==> src/rtl/rv32i_lsu_if.sv <==
// Word bus between the load/store unit and data memory.
// The LSU drives the request side; memory answers with gnt/rvalid/rdata.
interface rv32i_lsu_if;
  logic        req;
  logic        we;
  logic [31:0] addr;
  logic [3:0]  wstrb;
  logic [31:0] wdata;
  logic        gnt;
  logic        rvalid;
  logic [31:0] rdata;

  modport master (
    output req, we, addr, wstrb, wdata,
    input  gnt, rvalid, rdata
  );

  modport slave (
    input  req, we, addr, wstrb, wdata,
    output gnt, rvalid, rdata
  );
endinterface

==> src/rtl/rv32i_lsu.sv <==
// MEM-stage load/store unit for the rv32i pipeline.
// Turns byte/half/word loads and stores into single word-bus transactions
// with lane steering, write strobes and load extension. Misaligned or
// malformed accesses fault without touching the bus, and an access that
// gets no answer within TIMEOUT_CYCLES is abandoned with bus_err.
module rv32i_lsu #(
  parameter int TIMEOUT_CYCLES = 64
) (
  input  logic        clk,
  input  logic        reset,
  input  logic        ex_valid,
  input  logic        ex_memread,
  input  logic        ex_memwrite,
  input  logic [2:0]  ex_funct3,
  input  logic [31:0] ex_addr,
  input  logic [31:0] ex_wdata,
  output logic        lsu_stall,
  output logic        wb_valid,
  output logic [31:0] wb_rdata,
  output logic        fault,
  output logic        bus_err,
  rv32i_lsu_if.master bus
);

  localparam logic [1:0] IDLE = 2'd0;
  localparam logic [1:0] REQ  = 2'd1;
  localparam logic [1:0] WAIT = 2'd2;

  localparam int CW = $clog2(TIMEOUT_CYCLES);

  logic [1:0]    state;
  logic [CW-1:0] tmo_cnt;

  logic [29:0]   word_q;
  logic [1:0]    off_q;
  logic [2:0]    funct3_q;
  logic          we_q;
  logic [3:0]    wstrb_q;
  logic [31:0]   wdata_q;

  logic          start;
  logic          legal;
  logic          start_legal;
  logic          timeout;
  logic          success;
  logic          done;
  logic [3:0]    wstrb_d;
  logic [31:0]   wdata_d;
  logic [7:0]    lane_b;
  logic [15:0]   lane_h;
  logic [31:0]   load_data;

  assign start       = (state == IDLE) && ex_valid && (ex_memread || ex_memwrite);
  assign start_legal = start && legal;
  assign timeout     = (state != IDLE) && (tmo_cnt == CW'(TIMEOUT_CYCLES - 1));
  assign success     = ((state == REQ) && bus.gnt && we_q) || ((state == WAIT) && bus.rvalid);
  assign done        = success || timeout;
  assign lsu_stall   = start_legal || ((state != IDLE) && !done);

  assign bus.req   = (state == REQ);
  assign bus.we    = we_q;
  assign bus.addr  = {word_q, 2'b00};
  assign bus.wstrb = wstrb_q;
  assign bus.wdata = wdata_q;

  // Decide whether the offered access is a well-formed, naturally aligned load or store.
  always_comb begin
    legal = 1'b0;
    if (ex_memread && !ex_memwrite) begin
      case (ex_funct3)
        3'b000, 3'b100: legal = 1'b1;
        3'b001, 3'b101: legal = !ex_addr[0];
        3'b010:         legal = (ex_addr[1:0] == 2'b00);
        default:        legal = 1'b0;
      endcase
    end else if (ex_memwrite && !ex_memread) begin
      case (ex_funct3)
        3'b000:  legal = 1'b1;
        3'b001:  legal = !ex_addr[0];
        3'b010:  legal = (ex_addr[1:0] == 2'b00);
        default: legal = 1'b0;
      endcase
    end
  end

  // Steer store data onto every lane it may land in and enable only the addressed bytes.
  always_comb begin
    wstrb_d = 4'b0000;
    wdata_d = 32'h0000_0000;
    if (ex_memwrite) begin
      case (ex_funct3[1:0])
        2'b00: begin
          wstrb_d = 4'b0001 << ex_addr[1:0];
          wdata_d = {4{ex_wdata[7:0]}};
        end
        2'b01: begin
          wstrb_d = ex_addr[1] ? 4'b1100 : 4'b0011;
          wdata_d = {2{ex_wdata[15:0]}};
        end
        default: begin
          wstrb_d = 4'b1111;
          wdata_d = ex_wdata;
        end
      endcase
    end
  end

  // Pick the addressed lane out of the returned word and sign- or zero-extend it.
  always_comb begin
    lane_b = bus.rdata[{off_q, 3'b000} +: 8];
    lane_h = off_q[1] ? bus.rdata[31:16] : bus.rdata[15:0];
    case (funct3_q)
      3'b000:  load_data = {{24{lane_b[7]}}, lane_b};
      3'b100:  load_data = {24'h00_0000, lane_b};
      3'b001:  load_data = {{16{lane_h[15]}}, lane_h};
      3'b101:  load_data = {16'h0000, lane_h};
      default: load_data = bus.rdata;
    endcase
  end

  // Access sequencer: latch on accept, hold the request until granted, collect read data or time out.
  always_ff @(posedge clk) begin
    if (reset) begin
      state    <= IDLE;
      tmo_cnt  <= '0;
      word_q   <= '0;
      off_q    <= '0;
      funct3_q <= '0;
      we_q     <= 1'b0;
      wstrb_q  <= '0;
      wdata_q  <= '0;
      wb_valid <= 1'b0;
      wb_rdata <= '0;
      fault    <= 1'b0;
      bus_err  <= 1'b0;
    end else begin
      fault    <= start && !legal;
      bus_err  <= timeout && !success;
      wb_valid <= 1'b0;
      case (state)
        IDLE: begin
          if (start_legal) begin
            word_q   <= ex_addr[31:2];
            off_q    <= ex_addr[1:0];
            funct3_q <= ex_funct3;
            we_q     <= ex_memwrite;
            wstrb_q  <= wstrb_d;
            wdata_q  <= wdata_d;
            tmo_cnt  <= '0;
            state    <= REQ;
          end
        end
        REQ: begin
          tmo_cnt <= tmo_cnt + CW'(1);
          if (bus.gnt && we_q) begin
            state <= IDLE;
          end else if (timeout) begin
            state <= IDLE;
          end else if (bus.gnt) begin
            state <= WAIT;
          end
        end
        WAIT: begin
          tmo_cnt <= tmo_cnt + CW'(1);
          if (bus.rvalid) begin
            wb_rdata <= load_data;
            wb_valid <= 1'b1;
            state    <= IDLE;
          end else if (timeout) begin
            state <= IDLE;
          end
        end
        default: state <= IDLE;
      endcase
    end
  end

endmodule

==> src/flat_wrapper.sv <==
// flat-port wrapper written by rule: the top's interface ports become plain ports
module rv32i_lsu_flat 
#(
  parameter int TIMEOUT_CYCLES = 64
)
  (clk, reset, ex_valid, ex_memread, ex_memwrite, ex_funct3, ex_addr, ex_wdata, lsu_stall, wb_valid, wb_rdata, fault, bus_err, bus_req, bus_we, bus_addr, bus_wstrb, bus_wdata, bus_gnt, bus_rvalid, bus_rdata);
  rv32i_lsu_if bus_i ();
  input  logic clk;
  input  logic reset;
  input  logic ex_valid;
  input  logic ex_memread;
  input  logic ex_memwrite;
  input  logic [2:0] ex_funct3;
  input  logic [31:0] ex_addr;
  input  logic [31:0] ex_wdata;
  output logic lsu_stall;
  output logic wb_valid;
  output logic [31:0] wb_rdata;
  output logic fault;
  output logic bus_err;
  output wire logic [$bits(bus_i.req)-1:0] bus_req;
  output wire logic [$bits(bus_i.we)-1:0] bus_we;
  output wire logic [$bits(bus_i.addr)-1:0] bus_addr;
  output wire logic [$bits(bus_i.wstrb)-1:0] bus_wstrb;
  output wire logic [$bits(bus_i.wdata)-1:0] bus_wdata;
  input wire logic [$bits(bus_i.gnt)-1:0] bus_gnt;
  input wire logic [$bits(bus_i.rvalid)-1:0] bus_rvalid;
  input wire logic [$bits(bus_i.rdata)-1:0] bus_rdata;
  assign bus_req = bus_i.req;
  assign bus_we = bus_i.we;
  assign bus_addr = bus_i.addr;
  assign bus_wstrb = bus_i.wstrb;
  assign bus_wdata = bus_i.wdata;
  assign bus_i.gnt = bus_gnt;
  assign bus_i.rvalid = bus_rvalid;
  assign bus_i.rdata = bus_rdata;
  rv32i_lsu #(.TIMEOUT_CYCLES(TIMEOUT_CYCLES)) u_core (.clk(clk), .reset(reset), .ex_valid(ex_valid), .ex_memread(ex_memread), .ex_memwrite(ex_memwrite), .ex_funct3(ex_funct3), .ex_addr(ex_addr), .ex_wdata(ex_wdata), .lsu_stall(lsu_stall), .wb_valid(wb_valid), .wb_rdata(wb_rdata), .fault(fault), .bus_err(bus_err), .bus(bus_i));
endmodule
==> config.mk <==
export PLATFORM = sky130hd
export DESIGN_NAME = rv32i_lsu_flat
export DESIGN_NICKNAME = d
export VERILOG_FILES = /design/src/rtl/rv32i_lsu_if.sv /design/src/rtl/rv32i_lsu.sv /design/src/flat_wrapper.sv
export SDC_FILE = /design/constraint.sdc
export NUM_CORES = 1
export LEC_CHECK = 0
export ABC_AREA = 0
export BUFFER_PORTS_ARGS = -buffer_cell sky130_fd_sc_hd__buf_2
export CAP_MARGIN = 0
export CORE_ASPECT_RATIO = 1.5
export CORE_MARGIN = 4
export CORE_UTILIZATION = 48
export DETAILED_ROUTE_END_ITERATION = 10
export PLACE_DENSITY = 0.8
export SETUP_SLACK_MARGIN = 0.05
export SLEW_MARGIN = 15
export SYNTH_ARGS = -nofsm -noshare
export SYNTH_HDL_FRONTEND = slang
export SYNTH_SLANG_ARGS = --single-unit
==> constraint.sdc <==
create_clock -name clk -period 2 [get_ports clk]
set_input_delay 0.3 -clock clk [delete_from_list [all_inputs] [get_ports clk]]
set_output_delay 0.3 -clock clk [all_outputs]
set_load 0.02 [all_outputs]
### Yosys cells after proc, flatten, opt, wreduce, memory -nomap -nowiden

Cells that the tools add are included.

| word-level totals | value |
|---|---|
| flip-flop bits (word level) | 115 |
| input bits | 106 |
| output and inout bits | 106 |
| word-level logic and storage cells | 89 |

| operators by class | value |
|---|---|
| $add $sub $neg | 1 |
| eq/ne operators | 14 |
| shifts and indexed selects | 2 |
| mux-type cells | 21 |
| bitwise gates (word level) | 1 |
| reduce and logical (&&, ||, !) cells | 38 |

Operators by type and width:

| operator | number |
|---|---|
| $pmux W32 S4 | 1 |
| $pmux W32 S2 | 1 |
| $mux W32 | 1 |
| $shiftx A32 B6 Y8 | 1 |
| $mux W16 | 1 |
| $logic_and A1 B1 Y1 | 13 |
| $eq A3 B3 Y1 const B | 4 |
| $mux W2 | 6 |
| $pmux W6 S2 | 1 |
| $mux W4 | 2 |
| $pmux W4 S2 | 1 |
| $reduce_or A2 Y1 | 4 |
| $add A6 B1 Y6 const B | 1 |
| $eq A3 B1 Y1 const B | 2 |
| $eq A6 B6 Y1 const B | 1 |
| $logic_not A1 Y1 | 6 |
| $logic_not A2 Y1 | 3 |
| $logic_not A3 Y1 | 2 |
| $mux W6 | 1 |
| $pmux W1 S3 | 2 |
| $pmux W2 S3 | 1 |
| $reduce_and A2 Y1 | 3 |
| $eq A2 B1 Y1 const B | 2 |
| $logic_or A1 B1 Y1 | 4 |
| other kinds (10) | 13 |

### Depth between registers and ports, before layout

| depth | value |
|---|---|
| depth after elaboration | 8 |
| gate-level depth with buffers | 9 |
| mapped depth without buffers | 6 |

### Least setup slack after synthesis

Ideal clock, no wire load.

| timing | value |
|---|---|
| path type | flip-flop to output port |
| start | register u_core.state[0] |
| end | output lsu_stall |
| arrival time | 1.622 ns |
| required time | 1.700 ns |
| slack | 0.078 ns |
| stages on the path, launching flop included | 7 |
| buffers on the path | 1 |
| path through | dfxtp_1 -> inv_1 -> ha_1 -> nand2_1 -> clkbuf_1 -> nand2_1 -> o31ai_1 |

| on the way | value |
|---|---|
| word-level cells in the longest chain between the ends | 8 |
| elaborated cells on any way between the ends | 16 |
| those cells by class | eq/ne (2); reduce/logical (14) |

RTL lines:

| what | line | RTL |
|---|---|---|
| start: declaration | rv32i_lsu.sv:31 | `logic [1:0] state;` |
| start signal: assignment | rv32i_lsu.sv:124 | `state <= IDLE;` |
| start signal: assignment | rv32i_lsu.sv:150 | `state <= REQ;` |
| start signal: assignment | rv32i_lsu.sv:156 | `state <= IDLE;` |
| $eq A2 B1 Y1 | rv32i_lsu.sv:56 | `assign success = ((state == REQ) && bus.gnt && we_q) \|\| ((state == WAIT) && bus.rvalid);` |
| $logic_and A1 B1 Y1 (2 in a row) | rv32i_lsu.sv:56 |  |
| $logic_or A1 B1 Y1 | rv32i_lsu.sv:56 |  |
| $logic_or A1 B1 Y1 | rv32i_lsu.sv:57 | `assign done = success \|\| timeout;` |
| $logic_not A1 Y1 | rv32i_lsu.sv:58 | `assign lsu_stall = start_legal \|\| ((state != IDLE) && !done);` |
| $logic_and A1 B1 Y1 | rv32i_lsu.sv:58 |  |
| $logic_or A1 B1 Y1 (*) | rv32i_lsu.sv:58 |  |
| end: declaration | flat_wrapper.sv:16 | `output logic lsu_stall;` |

Mark *: on every way between the ends. The rest lies on a longest branch, timed or not.

### Worst setup path in the final report

Ends and elaborated chain as after synthesis.

==> out/qor.txt <==
Tot GR Track Use -> 24.9%
GPL Wtd Cong -> 0.884
Ant. Diodes -> 0
top cells by area, synth -> dfxtp_1, nand2_1, a21oi_1
CTS root buffer -> clkbuf_16
most frequent cells after synthesis -> nand2_1, dfxtp_1, a21oi_1, nor2_1, clkbuf_1
ys async rst share -> 0%
Synth-to-Final Area Change -> 36.1%
critical path class -> reg -> out
Clock Skews -> 0.00718 ns
HPWL after DPL -> 11700 µm
Max clock buf depth -> 2
drt total wl -> 15500 µm
dominant cell type by area after synthesis -> dfxtp_1
peak supply drop -> 0.806 mV
R2R setup slack -> 0.23 ns
initial antenna violation count -> 0
outcome -> completed
Seq/Total Area, Yosys -> 45.0%
final setup vio count -> 0
most numerous cell in the Yosys netlist -> nand2_1
Residual DRC -> 0
crit path cell chain -> inv_2 -> ha_2 -> nand2_4 -> nand2_2 -> o31ai_4 -> buf_6
Post-DRT Antenna Nets -> 0
Initial Util -> 49.9%
post-CTS setup buffer count -> 0
Ys Warns -> 0
IO buf count -> 209
MaxCap Viol Count -> 0
Via density -> 5.42
share of Yosys cell area claimed by the top area cell type -> 45.0%
crit-path leading delay family -> flip-flops
Worst setup SP type -> flop
CP Capture Type -> primary output
Cells after Synth -> 620
DR iter-0 viols -> 247
CTS Buf Count -> 17
unrepaired setup endpoints after global routing -> no
syn_area_per_cell -> 8.25 µm²
Clock Sinks -> 115
Worst-path clk slew -> 0.05 ns
largest net degree at the start of global routing -> 44
maximum fanout along the worst path -> 4
synth unique cells -> 46
Cell Rows -> 45
dpl cell area -> 6290 µm²
total power -> 6.54 mW
crit path DAT -> 1.58 ns
CTS tree -> yes
crit share post-route -> 93.9%
ys flop type -> dfxtp_1
Critical Path Start -> u_core.state[0]
PD cells -> 939 nW/µm²
htree depth -> 4
layout cells sized above 1 -> 35.8%
CP peak stage delay -> 0.35 ns
synthesized flop and latch total -> 115
chip height -> 134 µm
Skew-Pair Late Insertion Delay -> 0.40 ns
worst-case reg-to-reg path depth -> 6
synthesized area -> 5110 µm²
Die X -> 92.3 µm
TritonRoute pass-1 iters -> 7
worst flop-to-flop path startpoint -> u_core.state[0]
critical path depth -> 6
number of enable flip-flop cells after synthesis -> 0
Slowest-stage cell, CP -> dfxtp_1
vias in the first global route -> 5242
Fin Setup TNS -> 0 ns
Slew Limit Fails -> 0
Critical Path Sink -> lsu_stall
first-pass GRT wire length -> 24800 µm
Final #Nets -> 932
max frequency -> 0.532 GHz
core area -> 10200 µm²
grt ovf -> 0
Final Cell Area -> 6960 µm²
I/O Pins -> 212
r2r endpoint -> u_core.state[0]
per-cell routed wire length -> 16.0 µm
Crit path buffers/inverters -> 2
Period minus WS final -> 1.88 ns
die area -> 12400 µm²
worst hold path type -> in -> reg
Fin. Hold Viols -> 0
Pleak -> 2.97 nW
vias -> 5274
critical path required time -> 1.70 ns
==> how the worst min path moves through the flow <==
stage | start | cells after the start | to
global route | ex_addr[20] | 3 | u_core.word_q[18]
floorplan | u_core.tmo_cnt[5] | 1 | u_core.tmo_cnt[5]
global placement | u_core.bus.wdata[4] | 2 | u_core.bus.wdata[4]
finish | ex_addr[10] | 3 | u_core.word_q[8]
CTS | ex_addr[10] | 3 | u_core.word_q[8]
detailed placement | u_core.bus.wstrb[3] | 2 | u_core.bus.wstrb[3]
==> kinds of logic (layout without fill, tap and decap cells) <==
| family | Yosys count | in the layout | share of synthesized area, % |
|---|---|---|---|
| buffers and inverters | 56 | 267 | 5.29 |
| adders and majority gates | 5 | 5 | 1.22 |
| AOI/OAI and AO/OA | 161 | 161 | 20.1 |
| xor gates and xnor gates | 1 | 1 | 0.171 |
| other | 1 | 2 | 0.0733 |
| DFF | 115 | 115 | 45.0 |
| and+or+nand+nor | 247 | 247 | 21.1 |
| muxes | 34 | 34 | 7.07 |
==> power breakdown <==
group / leakage [nW] / total [mW] / internal [mW] / switching, mW
clock network: 0.298 / 3.10 / 2.09 / 1.01
logic: 1.74 / 1.00 / 0.403 / 0.600
registers: 0.930 / 2.43 / 2.38 / 0.0536
==> metal layers <==
metal  vias up  track usage (%)  share of wire, %
li1       2553                -                 -
met1      2455             26.3                37
met2       238             45.3                53
met3        28             8.75               7.7
met4         0             8.84               2.2
met5         -                0                 0
==> repair_timing <==
action                                  4_1_cts  5_1_grt
gates resized for setup                       7       14
endpoints found under the setup margin        1        1
pin swaps                                     1        1
hold buffers                                  0        0
==> state kept, by name (all words and copies together) (netlist names) <==
signal,count
u_core.bus.wdata,32
u_core.wb_rdata,32
u_core.word_q,30
u_core.tmo_cnt,6
u_core.bus.wstrb,4
u_core.funct3_q,3
u_core.off_q,2
u_core.state,2
u_core.bus.we,1
u_core.bus_err,1
u_core.fault,1
u_core.wb_valid,1
==> cell type report <==
cell class              instances  area [µm²]
repair buffers                232        1260
well taps                     141         176
clock buffers                  19         443
inverters                       5        18.8
multi-input cells             450        2600
fillers                       872        3290
flip-flops and latches        115        2310
clock inverters                11         161
==> per-stage QoR <==
stage / util [%] / hold WS, ns / setup slack [ns] / cells
5_1_grt: 67.9 / 0.119 / 0.0261 / 973
4_1_cts: 67.5 / 0.124 / 0.0586 / 973
6_report: 67.9 / 0.137 / 0.121 / 973
3_3_place_gp: 61.4 / 0.435 / 0.140 / 943
3_5_place_dp: 61.4 / 0.444 / 0.100 / 943
2_1_floorplan: - / 0.432 / 0.0783 / 621
==> worst min-delay path: cells and delay by family <==
family,cells,cell delay [ns]
buf+inv,1,0.10
compound gates,1,0.05
simple gates,1,0.04
==> layout by cell type, fill, tap and decap left out, drive strengths merged, types with 2 or more instances in the layout <==
master / netlist / final
a211oi: 28 / 28
a21oi: 78 / 78
a22o: 2 / 2
a31oi: 3 / 3
buf: 22 / 232
bufinv: 0 / 4
clkbuf: 29 / 19
clkinv: 0 / 6
conb: 1 / 2
dfxtp: 115 / 115
ha: 5 / 5
inv: 5 / 5
mux2: 17 / 17
mux2i: 17 / 17
nand2: 132 / 132
nand2b: 5 / 5
nand3: 26 / 26
nand3b: 10 / 10
nand4: 2 / 2
nor2: 50 / 50
nor2b: 6 / 6
nor3: 6 / 6
nor3b: 2 / 2
o211ai: 2 / 2
o21ai: 11 / 11
o221ai: 4 / 4
o22a: 3 / 3
o2bb2ai: 17 / 17
o31ai: 5 / 5
or2: 2 / 2
or3: 2 / 2
No activity file was read; power rests on OpenSTA's default activity.
